`src/rtl/serial_adder.sv`:
```
// Bit-serial adder: one full-add cell reused over WIDTH cycles, LSB first.
// Start is sampled only in IDLE; results and handshake outputs are all registered.
module serial_adder #(
  parameter int WIDTH = 8
) (
  input  logic             clk,
  input  logic             rst_n,
  input  logic             start,
  input  logic [WIDTH-1:0] a_in,
  input  logic [WIDTH-1:0] b_in,
  input  logic             cin,
  output logic             busy,
  output logic             done,
  output logic [WIDTH-1:0] sum,
  output logic             cout
);
  localparam int CW = $clog2(WIDTH + 1);

  typedef enum logic [1:0] {IDLE, RUN, DONE} state_t;

  state_t           state_q, state_d;
  logic [WIDTH-1:0] a_q, a_d, b_q, b_d, res_q, res_d, sum_q, sum_d;
  logic             c_q, c_d, cout_q, cout_d, busy_q, busy_d, done_q, done_d;
  logic [CW-1:0]    cnt_q, cnt_d;
  logic             fa_s, fa_c;

  assign fa_s = a_q[0] ^ b_q[0] ^ c_q;
  assign fa_c = (a_q[0] & b_q[0]) | ((a_q[0] | b_q[0]) & c_q);

  always_comb begin
    state_d = state_q;
    a_d     = a_q;
    b_d     = b_q;
    res_d   = res_q;
    c_d     = c_q;
    cnt_d   = cnt_q;
    sum_d   = sum_q;
    cout_d  = cout_q;
    busy_d  = busy_q;
    done_d  = 1'b0;
    case (state_q)
      IDLE: begin
        if (start) begin
          a_d     = a_in;
          b_d     = b_in;
          c_d     = cin;
          cnt_d   = '0;
          busy_d  = 1'b1;
          state_d = RUN;
        end
      end
      RUN: begin
        res_d = {fa_s, res_q[WIDTH-1:1]};
        a_d   = a_q >> 1;
        b_d   = b_q >> 1;
        c_d   = fa_c;
        cnt_d = cnt_q + CW'(1);
        // Last bit: publish the shifted-in value, not the stale register.
        if (cnt_q == CW'(WIDTH - 1)) begin
          sum_d   = {fa_s, res_q[WIDTH-1:1]};
          cout_d  = fa_c;
          busy_d  = 1'b0;
          done_d  = 1'b1;
          state_d = DONE;
        end
      end
      DONE: begin
        state_d = IDLE;
      end
      default: begin
        busy_d  = 1'b0;
        state_d = IDLE;
      end
    endcase
  end

  always_ff @(posedge clk or negedge rst_n) begin
    if (!rst_n) begin
      state_q <= IDLE;
      a_q     <= '0;
      b_q     <= '0;
      res_q   <= '0;
      c_q     <= 1'b0;
      cnt_q   <= '0;
      sum_q   <= '0;
      cout_q  <= 1'b0;
      busy_q  <= 1'b0;
      done_q  <= 1'b0;
    end else begin
      state_q <= state_d;
      a_q     <= a_d;
      b_q     <= b_d;
      res_q   <= res_d;
      c_q     <= c_d;
      cnt_q   <= cnt_d;
      sum_q   <= sum_d;
      cout_q  <= cout_d;
      busy_q  <= busy_d;
      done_q  <= done_d;
    end
  end

  assign busy = busy_q;
  assign done = done_q;
  assign sum  = sum_q;
  assign cout = cout_q;
endmodule

```
`config.mk`:
```
export PLATFORM = sky130hd
export DESIGN_NAME = serial_adder
export DESIGN_NICKNAME = d
export VERILOG_FILES = /design/src/rtl/serial_adder.sv
export SDC_FILE = /design/constraint.sdc
export NUM_CORES = 1
export LEC_CHECK = 0
export CORE_MARGIN = 10
export CORE_UTILIZATION = 25
export CTS_CLUSTER_DIAMETER = 200
export DETAILED_ROUTE_END_ITERATION = 8
export SLEW_MARGIN = 20
export SYNTH_ARGS = -nofsm -noshare
export SYNTH_HDL_FRONTEND = slang
export SYNTH_SLANG_ARGS = --single-unit
```
`constraint.sdc`:
```
create_clock -name clk -period 4.4 [get_ports clk]
set_input_delay 0.88 -clock clk [delete_from_list [all_inputs] [get_ports clk]]
set_output_delay 0.88 -clock clk [all_outputs]
set_load 0.05 [all_outputs]
```
==> run_results.csv <==
group,metric,value,unit
sta,skew,0.00388,ns
grt,grt_pass1_wl,6.93,mm
grt,first_global_vias,1324,
pwr,seqPwrFrac,0.438,
critical_path,crit_arrival,2.65,ns
clock_tree,clockBufferDepth,2,
floorplan,ios,31,
layout,nets,212,
critical_path,ff2ff_path_depth,3,
clock_tree,clkTransAtPathRegs,0.07,ns
sta,setup_viol,0,
critical_path,crit_fanout,14,
sta,worst_pin_slew,1.05,ns
sta,max_slew_margin,0.298,
sta,rsz0062_at_grt,"false",
critical_path,cp_top_family,"compound AO/OA/AOI/OAI gates",
placement,dp_hpwl,2.68,mm
synth,ys_types,22,
floorplan,coreArea,0.00683,mm2
floorplan,die_h,104,um
routing,drc,0,
pwr,power_density,685,mW/mm2
clock_tree,cts_setup_buffers,0,
clock_tree,htree_levels,2,
synth,syn_area,0.00176,mm2
synth,syn_nets,185,
placement,numPlacedInstances,279,
critical_path,worstSetupPathType,"in2reg",
pwr,internal-power,900,uW
worst_hold_path,holdPathStages,2,
pwr,power_switching_share,0.409,
grt,grt_usage,0.0787,
placement,place_congestion,0.693,
worst_hold_path,hp-class,"reg2reg",
pwr,p_comb_frac,0.398,
placement,placement.io_buffers,30,
layout,syn_to_final_growth,26.2,%
layout,final_common_cell,"dfrtp_1",
layout,drive_gt1_frac,0.100,
pwr,power.switching,623,uW
floorplan,rows,30,
critical_path,crit_buf_inv,1,
critical_path,crit_slowest_cell,"o21bai_1",
routing,wirelength,4.01,mm
routing,vias,1255,
critical_path,required,4.57,ns
synth,synth_cells,163,
run,drv_cap,0,
sta,fin_crit_sh,0.565,
grt,grt_overflow,0,
grt,grt_max_degree,42,
pwr,p_clk_frac,0.164,
layout,fin_cells,286,
clock_tree,numClockSinks,41,
critical_path,worst-path-stages,4,
floorplan,dieArea,0.0108,mm2
outcome,status,"finished, final reports clean",
synth,ys_seq_area_frac,0.582,
floorplan,die_x,104,um
critical_path,crit_chain,"clkdlybuf4s50_1 > o21bai_1 > nand2_1 > o311ai_0",
grt,antenna_found_initial,0,
clock_tree,clock_latency,0.29,ns
clock_tree,tritoncts,"built",
layout,diodes,0,
routing,vias_per_cell,4.39,
routing,first_pass_iters,4,
sta,final_hold_viol_count,0,
synth,avgSynthCellArea,10.8,um2
critical_path,start_kind,"primary input",
synth,synth_warnings,0,
clock_tree,ctsResizeCount,0,
layout,final_cell_mix,"dfrtp_1, nand2_1, clkdlybuf4s50_1, o21ai_0, a22oi_1",
critical_path,r2r_start,"state_q[0]",
synth,synth_seq_cells,41,
routing,ant_nets,0,
worst_hold_path,holdCritStartpoint,"res_q[1]",
sta,finalSetupTns,0,ns
critical_path,critPathLaunch,"start",
routing,wire_per_inst,14.0,um
floorplan,initial_core_util,0.258,
pwr,p_leak,0.952,nW
clock_tree,ctsHoldBuffers,0,
sta,finalMaxSlewViolations,0,
clock_tree,numCtsBuffers,5,
sta,finalCriticalPeriod,2.49,ns
routing,first_iter_violations,115,
critical_path,max_stage_delay,0.92,ns
pwr,vdd_ir_drop_max,0.000199,V
critical_path,end_kind,"register",
clock_tree,root_buffer,"clkbuf_8",
sta,fmax,402,MHz
[path summary, 6_finish.rpt]
path / end / slack [ns]
max reg2reg: sum[3] / 2.03
min reg2reg: res_q[1] / 0.48
max in group asynchronous: res_q[4] / 3.08
max: cnt_q[3] / 1.91
min: res_q[1] / 0.48
min in group asynchronous: a_q[4] / 0.73
[metrics by stage]
stage	worst slack, ns	power (mW)	hold WS (ns)	util	instance area [um2]
2_1_floorplan	2.65	1.09	0.440	-	1760
3_3_place_gp	1.67	1.27	0.462	0.312	2130
3_5_place_dp	1.58	1.29	0.473	0.312	2130
4_1_cts	1.89	1.55	0.492	0.325	2220
5_1_grt	1.74	1.65	0.507	0.325	2220
6_report	1.91	1.52	0.485	0.325	2220
[layout make-up]
type | count | area, um2
multi-input combinational | 111 | 692
inverter | 1 | 3.75
tap | 96 | 120
fill | 735 | 4610
sequential | 41 | 1030
clock buffer | 7 | 86.3
timing repair buffer | 30 | 295
[cells in the mapped netlist]
master    number  area share
a21oi_1       10       0.028
ha_1           1      0.0071
nor2_1         3      0.0064
buf_2          4       0.011
o32ai_1        1      0.0050
fa_1           1       0.011
a22o_1         4       0.020
a22oi_1       14       0.060
nor3_4         1      0.0092
o21bai_1       1      0.0043
dfrtp_1       41        0.58
o21ai_0       16       0.045
mux2_2        10       0.064
and3b_1        1      0.0050
clkbuf_1       6       0.013
nor2b_1       12       0.043
o311ai_0       1      0.0050
nor3_1         1      0.0028
nand2_1       31       0.066
inv_1          1      0.0021
nand2b_1       1      0.0036
nand3_1        2      0.0057
[kinds of logic (layout without fill, tap and decap cells)]
family	count (synthesis)	count (layout)	share of synthesized area
compound gates	47	47	0.168
fa+ha+maj	2	2	0.0185
buf+inv	11	38	0.0263
flops	41	41	0.582
mux	10	10	0.0639
simple gates	52	52	0.141
[worst register-to-register path: stages, from the launching register on]
cell,delay (ns)
dfrtp_1,0.80
nand2b_1,0.47
nor3_4,0.59
mux2_2,0.40
[power by group through the flow]
stage	clock (mW)	combinational (mW)	sequential [mW]
floorplan	0	0.347	0.748
finish	0.250	0.606	0.667
CTS	0.260	0.618	0.670
detailed placement	0	0.618	0.675
global placement	0	0.602	0.670
global route	0.277	0.674	0.699
[sequential cells by signal, summed over array words and instances, names as in the netlist]
| register | cells |
|---|---|
| res_q | 7 |
| c_q | 1 |
| state_q | 2 |
| cout | 1 |
| a_q | 8 |
| busy | 1 |
| sum | 8 |
| b_q | 8 |
| done | 1 |
| cnt_q | 4 |
[metal layers]
metal	GRT usage	vias to the layer above	share of wire
met4	0.0477	0	0.026
met2	0.114	21	0.45
met1	0.0988	606	0.47
met5	0	-	0
li1	-	622	-
met3	0.0266	6	0.046
Note: power is estimated with default switching activity, not from simulation.
